## config.mk

```make
export PLATFORM = sky130hd
export DESIGN_NAME = dti_apb_master_bridge
export DESIGN_NICKNAME = d
export VERILOG_FILES = /design/src/rtl/dti_apb_master_bridge.sv
export SDC_FILE = /design/constraint.sdc
export NUM_CORES = 1
export LEC_CHECK = 0
export CAP_MARGIN = 20
export CORE_ASPECT_RATIO = 0.9
export CORE_UTILIZATION = 38
export DETAILED_ROUTE_END_ITERATION = 16
export PLACE_DENSITY_LB_ADDON = 0.15
export SLEW_MARGIN = 15
export SYNTH_ARGS = -nofsm -noshare
export SYNTH_HDL_FRONTEND = slang
export SYNTH_SLANG_ARGS = --single-unit
```

## constraint.sdc

```tcl
create_clock -name apb_pclk -period 2.09 [get_ports apb_pclk]
set_clock_uncertainty 0.1 [all_clocks]
set_input_delay 0.3135 -clock apb_pclk [delete_from_list [all_inputs] [get_ports apb_pclk]]
set_output_delay 0.3135 -clock apb_pclk [all_outputs]
set_load 0.05 [all_outputs]
```

## src/rtl/dti_apb_master_bridge.sv

```systemverilog
// Single-outstanding valid/ready to APB3 master bridge with
// address-window decode error and PREADY timeout abort.
`ifndef CFG_APB_ADDR_WIDTH
`define CFG_APB_ADDR_WIDTH 32
`endif
`ifndef CFG_APB_DATA_WIDTH
`define CFG_APB_DATA_WIDTH 32
`endif

module dti_apb_master_bridge #(
  parameter int unsigned APB_ADDR_WIDTH = `CFG_APB_ADDR_WIDTH,
  parameter int unsigned APB_DATA_WIDTH = `CFG_APB_DATA_WIDTH,
  parameter logic [31:0] APB_BASE_ADDR  = 32'h4000_0000,
  parameter logic [31:0] APB_WIN_SIZE   = 32'h0001_0000,
  parameter int unsigned TIMEOUT_CYCLES = 16
) (
  input  logic                      apb_pclk,
  input  logic                      apb_preset,
  input  logic                      req_valid,
  output logic                      req_ready,
  input  logic                      req_write,
  input  logic [APB_ADDR_WIDTH-1:0] req_addr,
  input  logic [APB_DATA_WIDTH-1:0] req_wdata,
  output logic                      rsp_valid,
  input  logic                      rsp_ready,
  output logic [APB_DATA_WIDTH-1:0] rsp_rdata,
  output logic                      rsp_err,
  output logic                      timeout_o,
  output logic                      apb_psel,
  output logic                      apb_penable,
  output logic                      apb_pwrite,
  output logic [APB_ADDR_WIDTH-1:0] apb_paddr,
  output logic [APB_DATA_WIDTH-1:0] apb_pwdata,
  input  logic [APB_DATA_WIDTH-1:0] apb_prdata,
  input  logic                      apb_pready,
  input  logic                      apb_pslverr
);

  localparam int WW =
    (APB_ADDR_WIDTH > 32 ? APB_ADDR_WIDTH : 32) + 1;
  localparam int CW = (TIMEOUT_CYCLES > 0) ?
    $clog2(TIMEOUT_CYCLES + 1) : 1;

  typedef enum logic [1:0] {
    IDLE, SETUP, ACCESS, RESP
  } state_e;

  state_e                    state_q;
  logic [CW-1:0]             cnt_q;
  logic                      req_ready_q;
  logic                      rsp_valid_q;
  logic [APB_DATA_WIDTH-1:0] rsp_rdata_q;
  logic                      rsp_err_q;
  logic                      timeout_q;
  logic                      psel_q;
  logic                      penable_q;
  logic                      pwrite_q;
  logic [APB_ADDR_WIDTH-1:0] paddr_q;
  logic [APB_DATA_WIDTH-1:0] pwdata_q;

  logic [WW-1:0] addr_x;
  logic [WW-1:0] lo_x;
  logic [WW-1:0] hi_x;
  logic          win_hit;
  logic          tmo_hit;

  // Widened compare so BASE+SIZE never wraps
  assign addr_x  = WW'(req_addr);
  assign lo_x    = WW'(APB_BASE_ADDR);
  assign hi_x    = WW'(APB_BASE_ADDR) + WW'(APB_WIN_SIZE);
  assign win_hit = (addr_x >= lo_x) && (addr_x < hi_x);
  assign tmo_hit = (TIMEOUT_CYCLES != 0) &&
                   (cnt_q == CW'(TIMEOUT_CYCLES - 1));

  always_ff @(posedge apb_pclk) begin
    if (apb_preset) begin
      state_q     <= IDLE;
      cnt_q       <= '0;
      req_ready_q <= 1'b1;
      rsp_valid_q <= 1'b0;
      rsp_rdata_q <= '0;
      rsp_err_q   <= 1'b0;
      timeout_q   <= 1'b0;
      psel_q      <= 1'b0;
      penable_q   <= 1'b0;
      pwrite_q    <= 1'b0;
      paddr_q     <= '0;
      pwdata_q    <= '0;
    end else begin
      timeout_q <= 1'b0;
      unique case (state_q)
        IDLE: begin
          if (req_valid) begin
            req_ready_q <= 1'b0;
            if (win_hit) begin
              state_q  <= SETUP;
              psel_q   <= 1'b1;
              pwrite_q <= req_write;
              paddr_q  <= req_addr;
              pwdata_q <= req_wdata;
              cnt_q    <= '0;
            end else begin
              state_q     <= RESP;
              rsp_valid_q <= 1'b1;
              rsp_err_q   <= 1'b1;
              rsp_rdata_q <= '0;
            end
          end
        end
        SETUP: begin
          state_q   <= ACCESS;
          penable_q <= 1'b1;
        end
        ACCESS: begin
          if (apb_pready) begin
            state_q     <= RESP;
            psel_q      <= 1'b0;
            penable_q   <= 1'b0;
            rsp_valid_q <= 1'b1;
            rsp_err_q   <= apb_pslverr;
            rsp_rdata_q <= pwrite_q ? '0 : apb_prdata;
          end else if (tmo_hit) begin
            state_q     <= RESP;
            psel_q      <= 1'b0;
            penable_q   <= 1'b0;
            rsp_valid_q <= 1'b1;
            rsp_err_q   <= 1'b1;
            rsp_rdata_q <= '0;
            timeout_q   <= 1'b1;
          end else if (cnt_q != '1) begin
            cnt_q <= cnt_q + CW'(1);
          end
        end
        RESP: begin
          if (rsp_ready) begin
            state_q     <= IDLE;
            rsp_valid_q <= 1'b0;
            rsp_err_q   <= 1'b0;
            rsp_rdata_q <= '0;
            req_ready_q <= 1'b1;
          end
        end
        default: state_q <= IDLE;
      endcase
    end
  end

  assign req_ready   = req_ready_q;
  assign rsp_valid   = rsp_valid_q;
  assign rsp_rdata   = rsp_rdata_q;
  assign rsp_err     = rsp_err_q;
  assign timeout_o   = timeout_q;
  assign apb_psel    = psel_q;
  assign apb_penable = penable_q;
  assign apb_pwrite  = pwrite_q;
  assign apb_paddr   = paddr_q;
  assign apb_pwdata  = pwdata_q;

endmodule

```

==> Implementation_results.wiki, run 1 <==
{| class="wikitable"
! Metric !! Value
|-
| Arrival time of data at the critical path endpoint || 2250 ps
|-
| Relative slew slack || 0.632
|-
| Global routing usage summed across all routing layers || 0.212
|-
| Fraction of power consumed by combinational cells || 0.385
|-
| Clock latency at the later pin of the worst-skew pair || ~340 ps
|-
| CTS sink count || 110
|-
| Number of nets still failing antenna checks after routing || 0
|-
| Root buf cell || clkbuf_16
|-
| Sequential element share of the synthesized area || 0.485
|-
| Drt drc || 0
|-
| Layout cells sized above 1 || 0.121
|-
| Type of the worst min-delay path || register to register
|-
| Area Growth Syn to Fin || 62.1%
|-
| Vias in the first global route || around 4300
|-
| IO Pins || a little over 200
|-
| FMAX || between 400 and 500 MHz
|-
| Maximum number of buffers from clock root to sink || 2
|-
| Most common cell on crit path || ha_4
|-
| CTS H-tree depth || 3
|-
| Die boundary width || approximately 120 um
|-
| Reg clk slew, reported paths || around 70 ps
|-
| Number of DRC markers after the initial detailed-route iteration || between 150 and 200
|-
| Startpoint-to-endpoint class of the critical path || register to register
|-
| Actual slew at the worst max-slew pin || approximately 550 ps
|-
| Hold_ws || around 360 ps
|-
| Setup WS pre-CTS || -119 ps
|-
| Routed vias/inst || between 5 and 6
|-
| Number of different library cells in the post-synthesis netlist || 42
|-
| Part of the cycle the worst path needs || 0.999
|-
| Final max-slew violation count || 0
|-
| Clock power share || 0.278
|-
| IR drop worst, VDD || about 490 uV
|-
| Number of antenna diodes || 0
|-
| Top fanout value on the critical path || 5
|-
| Total wire length || 13100 um
|-
| Cell-by-cell trace of the critical path || ha_4, and3_4, ha_4, or3b_4, nand3_2, a211o_4, buf_6, clkbuf_16, mux2i_1
|-
| Final worst path period need || between 2000 and 2500 ps
|-
| Half-perimeter wire length after placement || about 9000 um
|-
| Final Hold Violating Endpoints || 0
|-
| Internal Pwr Total || 4.53 mW
|-
| Net count reported at finish || ~820
|-
| Net count after synthesis || between 600 and 700
|-
| Result of the run || completed
|-
| Yosys Warn Count || 0
|-
| Crit path max-delay cell type || or3b_4
|-
| Final count of negative-setup-slack endpoints || 0
|-
| Routability Congestion || ~0.79
|-
| Lkg Pwr || approximately 2.7 nW
|-
| Effective utilization at floorplan || 0.394
|-
| Initial antenna violation count || 0
|-
| Part of the total power dissipated in sequential elements || 0.338
|-
| Number of cell rows || 37
|-
| Cts-stage hold buffer count || 0
|-
| Final setup slack of the worst path || 2.16 ps
|-
| Global route total overflow || 0
|-
| Req. time, crit path || between 2000 and 2500 ps
|-
| Critical Path Sink Type || register
|-
| Synthesized netlist cell count || between 400 and 500
|-
| Detailed Routing Iterations Pass 1 || 6
|-
| Startpoint types || register
|-
| Overall die height || approximately 110 um
|-
| Post-route cell area || 7350 um^2
|-
| CTS tree || yes
|-
| Die Outline Area || roughly 12000 um^2
|-
| Number of buffers created by CTS || 9
|-
| Area of the core || ~12000 um^2
|-
| Most common library cell in the layout ignoring fill and taps || clkdlybuf4s50_1
|-
| Final Util || 0.638
|-
| Area of the mapped netlist || 4540 um^2
|-
| RSZ-0062 raised after global routing || true
|-
| Post-detailed-placement cell area || a little under 7000 um^2
|-
| Pin count of the biggest net entering global routing || 59
|-
| Number of max-cap violations || 0
|-
| Commonest non-fill, non-tap cells in the layout || 203 x clkdlybuf4s50_1, 108 x dfxtp_1, 56 x a21oi_1
|-
| Post-synthesis area per instance || 9.15 um^2
|-
| Total net switching power || about 2.2 mW
|-
| Switching part of the total power || 0.323
|-
| # port buffers || between 200 and 250
|-
| Seq cells post-synth || 110
|-
| Stage delay of the slowest cell on the critical path || around 400 ps
|-
| Power per cell area || between 900 and 1000 nW/um^2
|-
| Vias after detailed routing || 4388
|-
| Global-route wire length before repair || roughly 21000 um
|-
| Wire per inst || ~15 um
|}
power by group through the flow:
stage | Sequential (mW) | Combinational [mW] | Clock, mW
global placement | 2.30 | 2.15 | 0
finish | 2.26 | 2.57 | 1.86
global route | 2.27 | 2.73 | 2.01
floorplan | 2.57 | 1.30 | 0
CTS | 2.26 | 2.42 | 1.92
detailed placement | 2.30 | 2.17 | 0
per-layer routing:
metal / share of wire / track usage / up-vias
li1: - / - / 2153
met1: 0.41 / 0.253 / 2058
met2: 0.48 / 0.357 / 158
met3: 0.088 / 0.0707 / 19
met4: 0.016 / 0.0651 / 0
met5: 0 / 0 / -
logic make-up after synthesis:
family                   Yosys count  share of synthesized area
adder cells (fa/ha/maj)            6                     0.0165
AO/OA/AOI/OAI                    125                      0.149
multiplexers                      35                     0.0778
flip-flops                       110                      0.485
buffers and inverters             49                     0.0596
AND/OR/NAND/NOR                  171                      0.212
critical path: cells and delay by family, from the launching register on:
kind                       cells  cell delay (ps)
DFF                            1              340
AOI/OAI and AO/OA              1              150
and+or+nand+nor                3              670
muxes                          1              180
buffers and inverters          2              270
adders and majority gates      2              310
through the flow:
| step | instances | power (mW) | TNS, ps |
|---|---|---|---|
| after floorplan | 496 | 3.88 | 0 |
| after global placement | 852 | 4.44 | -3170 |
| after detailed placement | 852 | 4.47 | -5810 |
| after CTS | 871 | 6.59 | -129 |
| after global routing | 875 | 7.01 | -568 |
| final | 875 | 6.69 | 0 |
registers in the layout, indices dropped and copies added (netlist names), 2 cells and up:
register / flops
apb_paddr: 32
apb_pwdata: 32
cnt_q: 5
rsp_rdata: 32
state_q: 2
path summary, 6_finish.rpt:
| path | startpoint | to | cells after the start | slack (ps) |
|---|---|---|---|---|
| setup / recovery | cnt_q[1] | rsp_rdata[19] | 9 | 2 |
| hold / removal | apb_paddr[16] | apb_paddr[16] | 1 | 360 |
| setup reg to reg | cnt_q[1] | rsp_rdata[19] | 9 | 2 |
| hold reg to reg | apb_paddr[16] | apb_paddr[16] | 1 | 360 |
synth_stat cells (all sizes together):
library cell	count	area (um^2)
clkbuf	27	101
mux2	2	22.5
nor2b	1	6.26
a41oi	1	8.76
o21bai	1	7.51
a211o	2	17.5
a21o	1	7.51
a21oi	57	289
nand4	4	31.3
nor4b	4	56.3
nand3	53	270
buf	16	146
or3b	1	11.3
ha	6	75.1
nor2	6	22.5
nor4	3	37.5
nor3	2	10.0
a211oi	2	15.0
and4	1	8.76
or2	2	12.5
nand2	37	139
nand2b	40	250
a22oi	1	7.51
o32ai	3	26.3
and3	1	6.26
o22ai	1	6.26
a32oi	1	8.76
dfxtp	110	2200
mux2i	33	330
o21ai	53	265
a31oi	1	6.26
and2	16	100
inv	6	22.5
a221o	1	10.0
repair_timing:
| action | in CTS | in global routing |
|---|---|---|
| pin swaps | 2 | 3 |
| buffers inserted | 2 | 4 |
| resized for setup | 8 | 6 |
| gates cloned | 1 | 1 |
| setup endpoints to repair | 32 | 31 |
cell type report:
| class | count | area [um^2] |
|---|---|---|
| Clock buffer | 10 | 239 |
| Tap cell | 156 | 195 |
| Sequential cell | 110 | 2200 |
| Inverter | 6 | 22.5 |
| Timing Repair Buffer | 250 | 2480 |
| Clock inverter | 6 | 92.6 |
| Fill cell | 959 | 4170 |
| Multi-Input combinational cell | 337 | 2120 |
Power figures use the tool's default switching activity.
==> run 2, diff against run 1 <==
--- a/config.mk
+++ b/config.mk
@@ -10,4 +10,5 @@
 export CORE_UTILIZATION = 38
 export DETAILED_ROUTE_END_ITERATION = 16
+export GPL_ROUTABILITY_DRIVEN = 0
 export PLACE_DENSITY_LB_ADDON = 0.15
 export SLEW_MARGIN = 15
==> constraint.sdc (replaced) <==
create_clock -name apb_pclk -period 2.09 [get_ports apb_pclk]
set_clock_uncertainty 0.1 [all_clocks]
set_input_delay 0.418 -clock apb_pclk [delete_from_list [all_inputs] [get_ports apb_pclk]]
set_output_delay 0.418 -clock apb_pclk [all_outputs]
set_load 0.05 [all_outputs]
==> run 2 against run 1 <==
Sequential cell count did not move. Count of clock-buffer cells in the layout did not move. Register-to-register slack barely moved. First-iteration DRC count rose by 25%. Non-clock buffer count fell by 5. Critical path depth fell by 1. Die area did not move. Critical path type unchanged. Critical endpoint is now cnt_q[3]. Largest cell class unchanged.
==> Implementation_results.wiki, run 2 (same netlist as run 1, synthesis figures left out) <==
{| class="wikitable"
! Metric !! Value
|-
| Relative slew slack || 0.633 (about the same)
|-
| Total wire length || 13200 um (+0.62%)
|-
| CTS tree || yes
|-
| Number of antenna diodes || 0 (unchanged)
|-
| Global route total overflow || 0 (unchanged)
|-
| Net count reported at finish || 818 (-0.61%)
|-
| Routed vias/inst || 5.01 (about the same)
|-
| R2R Setup Slk || 6 ps (about the same)
|-
| CTS H-tree depth || 3 (unchanged)
|-
| Number of placed cells counting well taps || 851 (-0.12%)
|-
| Arrival time of data at the critical path endpoint || 2250 ps (about the same)
|-
| Number of DRC markers after the initial detailed-route iteration || 231 (+25%)
|-
| Vias in the first global route || 4226 (-1.1%)
|-
| Number of cell rows || 37 (unchanged)
|-
| IO Pins || 206 (unchanged)
|-
| Most common cell on crit path || buf_4
|-
| Layout cells sized above 1 || 0.120 (-0.000553)
|-
| Crit path max-delay cell type || dfxtp_2
|-
| RR Startpoint || cnt_q[1]
|-
| FMAX || 480 MHz (+0.21%)
|-
| Post-detailed-placement cell area || 6890 um^2 (+0.47%)
|-
| Actual slew at the worst max-slew pin || 549 ps (-0.846 ps)
|-
| Number of cells on the worst hold path || 1 (unchanged)
|-
| Type of the worst min-delay path || register to register
|-
| Startpoint types || register
|-
| Detailed Routing Iterations Pass 1 || 4 (-2)
|-
| Final Util || 0.637 (-0.000652)
|-
| Maximum number of buffers from clock root to sink || 2 (unchanged)
|-
| Reg clk slew, reported paths || 70 ps (about the same)
|-
| Stage delay of the slowest cell on the critical path || 340 ps (-60 ps)
|-
| IR drop worst, VDD || 553 uV (+14%)
|-
| Final max-slew violation count || 0 (unchanged)
|-
| Critical Path Sink Type || register
|-
| Final count of negative-setup-slack endpoints || 0 (unchanged)
|-
| Cell-by-cell trace of the critical path || ha_4, and3_4, buf_4, ha_1, nor4b_4, buf_4, mux2_2, a41oi_1
|-
| Area of the core || 11500 um^2 (unchanged)
|-
| Die boundary width || 117 um (unchanged)
|-
| Root buf cell || clkbuf_16
|-
| Length in cells of the worst reg-to-reg path || 8 (-1)
|-
| Post-route cell area || 7350 um^2 (-0.10%)
|-
| Final Hold Violating Endpoints || 0 (unchanged)
|-
| Req. time, crit path || 2260 ps (about the same)
|-
| Effective utilization at floorplan || 0.394 (unchanged)
|-
| # port buffers || 205 (unchanged)
|-
| Top fanout value on the critical path || 2 (-3)
|-
| Most common library cell in the layout ignoring fill and taps || clkdlybuf4s50_1
|-
| Number of standard cells in the final layout excluding fillers || 870 (-0.57%)
|-
| Power per cell area || 888 nW/um^2 (-2.4%)
|-
| Initial antenna violation count || 0 (unchanged)
|-
| Number of buffers created by CTS || 9 (unchanged)
|-
| Die Outline Area || 12400 um^2 (unchanged)
|-
| Overall die height || 106 um (unchanged)
|-
| Startpoint-to-endpoint class of the critical path || register to register
|-
| Pin count of the biggest net entering global routing || 51 (-14%)
|-
| Global-route wire length before repair || 20500 um (-0.80%)
|-
| RSZ-0062 raised after global routing || true
|-
| Number of max-cap violations || 0 (unchanged)
|-
| Result of the run || completed
|-
| Wire per inst || 15.2 um (+1.2%)
|-
| Final worst path period need || 2080 ps (-4.28 ps)
|-
| Worst R2R End || cnt_q[3]
|-
| Clock latency at the later pin of the worst-skew pair || 340 ps (about the same)
|-
| Source of the worst hold timing path || apb_paddr[29]
|-
| Hold Crit Endpoint || apb_paddr[29]
|-
| Half-perimeter wire length after placement || 9170 um (-0.46%)
|-
| Vias after detailed routing || 4363 (-0.57%)
|-
| Drt drc || 0 (unchanged)
|-
| Total chip power || 6.52 mW (-2.5%)
|-
| Commonest non-fill, non-tap cells in the layout || 199 x clkdlybuf4s50_1, 108 x dfxtp_1, 56 x a21oi_1
|-
| Part of the cycle the worst path needs || 0.997 (-0.00205)
|-
| Global routing usage summed across all routing layers || 0.212 (-0.000405)
|-
| CTS sink count || 110 (unchanged)
|-
| Area Growth Syn to Fin || 61.9%
|-
| Number of nets still failing antenna checks after routing || 0 (unchanged)
|-
| Lkg Pwr || 2.67 nW (about the same)
|}
[run 2: cell types whose count changed in the layout (fill, tap and decap cells not counted), sizes merged]
cell,before,now
buf,46,44
clkinv,1,3
clkdlybuf4s50,203,199
clkbuf,11,12
clkinvlp,2,0
[run 2: area by class of cell]
cell class	count	area, um^2
fillers	933	4180
repair buffers	245	2460
flip-flops and latches	110	2200
multi-input cells	337	2140
clock buffers	10	239
well taps	156	195
clock inverters	6	83.8
inverters	6	22.5
[run 2: worst max-delay path, delay by kind of cell (launching register included)]
kind	cells	cell delay, ps
muxes	1	320
AOI/OAI and AO/OA	1	160
and+or+nand+nor	2	410
adders and majority gates	2	390
DFF	1	340
buffers and inverters	2	280
[run 2: power by group]
group | total, mW | leakage (nW) | internal, mW | switching (mW)
Sequential | 2.26 | 0.889 | 2.20 | 0.0600
Clock | 1.86 | 0.163 | 1.08 | 0.782
Combinational | 2.40 | 1.62 | 1.11 | 1.29
[run 2: per-layer routing]
metal,vias to the layer above,routed length [um],global-route usage,part of all wire
li1,2148,-,-,-
met1,2050,5690,0.249,0.43
met2,148,6310,0.356,0.48
met3,17,1050,0.0742,0.079
met4,0,188,0.0660,0.014
met5,-,0,0,0
[run 2: worst max path at each step]
| stage | from | end | slack (ps) | cells past startpoint |
|---|---|---|---|---|
| 2_1_floorplan | cnt_q[0] | rsp_err | 20 | 9 |
| 3_3_place_gp | req_addr[18] | apb_pwdata[17] | -170 | 7 |
| 3_5_place_dp | apb_pready | cnt_q[3] | -230 | 6 |
| 4_1_cts | cnt_q[1] | cnt_q[3] | 20 | 8 |
| 5_1_grt | cnt_q[1] | rsp_rdata[26] | -50 | 8 |
| 6_report | cnt_q[1] | cnt_q[3] | 6 | 8 |
[run 2: per-stage QoR]
step	setup slack [ps]	hold slack, ps	setup TNS [ps]
2_1_floorplan	20.1	365	0
3_3_place_gp	-169	342	-14230
3_5_place_dp	-227	343	-16580
4_1_cts	19.0	363	0
5_1_grt	-53.0	380	-606
6_report	6.44	359	0
[run 2: timing repair]
item / CTS / global route
pin swaps: 0 / 3
hold buffers: 0 / 0
endpoints found under the hold margin: 0 / 0
resized for setup: 4 / 10
cloned: 0 / 2
endpoints found under the setup margin: 18 / 32
buffers inserted: 0 / 1
==> run 3, diff against run 2 <==
Settings changed: CORE_UTILIZATION 38 to 45, PLACE_DENSITY from default to 0.85, PLACE_DENSITY_LB_ADDON 0.15 to default.
Clock period 2.09 ns to 2.6 ns, I/O delays scaled along.
==> run 3 against run 2 <==
Largest cell class is now flip-flops and latches. Via count is 1.4% lower. Count of clock-buffer cells in the layout stayed put. Global-route usage is 3.4 points higher.
==> Implementation_results.wiki, run 3 (same netlist as run 1, synthesis figures left out) <==
{| class="wikitable"
! Metric !! Value
|-
| Reg clk slew, reported paths || 90 ps (+20 ps)
|-
| Setup bufs post-CTS || 0 (unchanged)
|-
| Length in cells of the worst reg-to-reg path || 8 (unchanged)
|-
| Arrival time of data at the critical path endpoint || 2540 ps (+290 ps)
|-
| Total wire length || 12800 um (-3.0%)
|-
| Cts-stage hold buffer count || 0 (unchanged)
|-
| Clock latency at the later pin of the worst-skew pair || 370 ps (+30 ps)
|-
| Number of cell rows || 34 (-8.1%)
|-
| Type of the worst min-delay path || register to register
|-
| Vias after detailed routing || 4301 (-1.4%)
|-
| Number of DRC markers after the initial detailed-route iteration || 269 (+16%)
|-
| Initial antenna violation count || 0 (unchanged)
|-
| Routed vias/inst || 5.30 (+5.6%)
|-
| RSZ-0062 raised after global routing || false
|-
| Commonest non-fill, non-tap cells in the layout || 204 x clkdlybuf4s50_1, 110 x dfxtp_1, 56 x a21oi_1
|-
| Top fanout value on the critical path || 34 (+32)
|-
| Drt drc || 0 (unchanged)
|-
| Die boundary width || 108 um (-8.0%)
|-
| Final worst path period need || 2350 ps (+262 ps)
|-
| Part of the cycle the worst path needs || 0.902 (-0.0950)
|-
| IR drop worst, VDD || 575 uV (+3.9%)
|-
| CTS sink count || 110 (unchanged)
|-
| Lkg Pwr || 2.42 nW (-9.1%)
|-
| IO Pins || 206 (unchanged)
|-
| Area Growth Syn to Fin || 50.7%
|-
| Global-route wire length before repair || 20500 um (unchanged)
|-
| Area of the core || 9740 um^2 (-15%)
|-
| Final count of negative-setup-slack endpoints || 0 (unchanged)
|-
| Root buf cell || clkbuf_8
|-
| Net count reported at finish || 790 (-3.4%)
|-
| Post-cts sizing count || 0 (-4)
|-
| Number of max-cap violations || 0 (unchanged)
|-
| R2R Setup Slk || 250 ps (+250 ps)
|-
| Number of buffers created by CTS || 9 (unchanged)
|-
| Req. time, crit path || 2800 ps (+540 ps)
|-
| Detailed Routing Iterations Pass 1 || 5 (+1)
|-
| Relative slew slack || 0.616 (-0.0168)
|-
| Startpoint-to-endpoint class of the critical path || register to register
|-
| Source of the worst hold timing path || rsp_valid
|-
| Power per cell area || 661 nW/um^2 (-26%)
|-
| Die Outline Area || 10500 um^2 (-15%)
|-
| Vias in the first global route || 4303 (+1.8%)
|-
| Pin count of the biggest net entering global routing || 67 (+31%)
|-
| Number of placed cells counting well taps || 796 (-6.5%)
|-
| Maximum number of buffers from clock root to sink || 2 (unchanged)
|-
| Result of the run || completed
|-
| Overall die height || 97.3 um (-8.0%)
|-
| Critical Path Sink Type || register
|-
| Number of nets still failing antenna checks after routing || 0 (unchanged)
|-
| Number of antenna diodes || 0 (unchanged)
|-
| Layout cells sized above 1 || 0.0656 (-0.0549)
|-
| Actual slew at the worst max-slew pin || 574 ps (+25.2 ps)
|-
| Worst R2R End || rsp_rdata[29]
|-
| FMAX || 426 MHz (-11%)
|-
| RR Startpoint || cnt_q[0]
|-
| Wire per inst || 15.8 um (+3.9%)
|-
| Final Util || 0.702 (+0.0648)
|-
| CTS H-tree depth || 3 (unchanged)
|-
| Final max-slew violation count || 0 (unchanged)
|-
| Number of standard cells in the final layout excluding fillers || 812 (-6.7%)
|-
| # port buffers || 205 (unchanged)
|-
| CTS tree || yes
|-
| Number of cells on the worst hold path || 2 (+1)
|-
| Final Hold Violating Endpoints || 0 (unchanged)
|-
| Global routing usage summed across all routing layers || 0.245 (+0.0336)
|-
| Final total negative setup slack || 0 ps (unchanged)
|-
| Effective utilization at floorplan || 0.466 (+0.0722)
|-
| Global route total overflow || 0 (unchanged)
|-
| Most common library cell in the layout ignoring fill and taps || clkdlybuf4s50_1
|-
| Startpoint types || register
|-
| Half-perimeter wire length after placement || 9010 um (-1.7%)
|-
| Hold Crit Endpoint || rsp_valid
|}
run 3: metal layers:
layer | track usage | share of wire | vias up
met5 | 0 | 0 | -
met4 | 0.0790 | 0.023 | 0
met3 | 0.109 | 0.098 | 25
met2 | 0.404 | 0.47 | 186
met1 | 0.282 | 0.41 | 2008
li1 | - | - | 2082
run 3: worst max path at each step:
stage / startpoint / to / slack (ps) / cells after the start
2_1_floorplan: cnt_q[0] / rsp_err / 470 / 9
3_3_place_gp: req_addr[23] / apb_paddr[22] / 130 / 6
3_5_place_dp: req_addr[31] / apb_paddr[28] / 70 / 6
4_1_cts: cnt_q[0] / rsp_rdata[26] / 250 / 8
5_1_grt: cnt_q[0] / rsp_rdata[26] / 140 / 8
6_report: cnt_q[0] / rsp_rdata[29] / 250 / 8
run 3: critical path, stage by stage, from the launching register on:
cell     delay, ps
dfxtp_1        350
ha_1           250
and3_1         210
ha_1           230
or3b_4         410
nand3_2        120
a211o_2        130
buf_12         250
mux2i_1        220
run 3: power by group:
| part | internal, mW | switching (mW) |
|---|---|---|
| sequential | 1.76 | 0.0463 |
| clock | 0.489 | 0.601 |
| combinational | 0.668 | 0.950 |
run 3: per-stage QoR:
step                power, mW  worst slack, ps  cell area [um^2]  hold slack [ps]
global placement         3.43              126              6630              342
global route             4.74              138              6840              372
finish                   4.52              255              6840              362
CTS                      4.55              252              6840              364
floorplan                3.12              469              4540              365
detailed placement       3.46             66.0              6630              343
run 3: final cells by class:
class                      count  area (um^2)
inverter                       6         22.5
multi-input combinational    337         2070
tap                          126          158
sequential                   110         2200
clock buffer                  10          138
clock inverter                 6         76.3
timing repair buffer         217         2170
fill                         753         2900
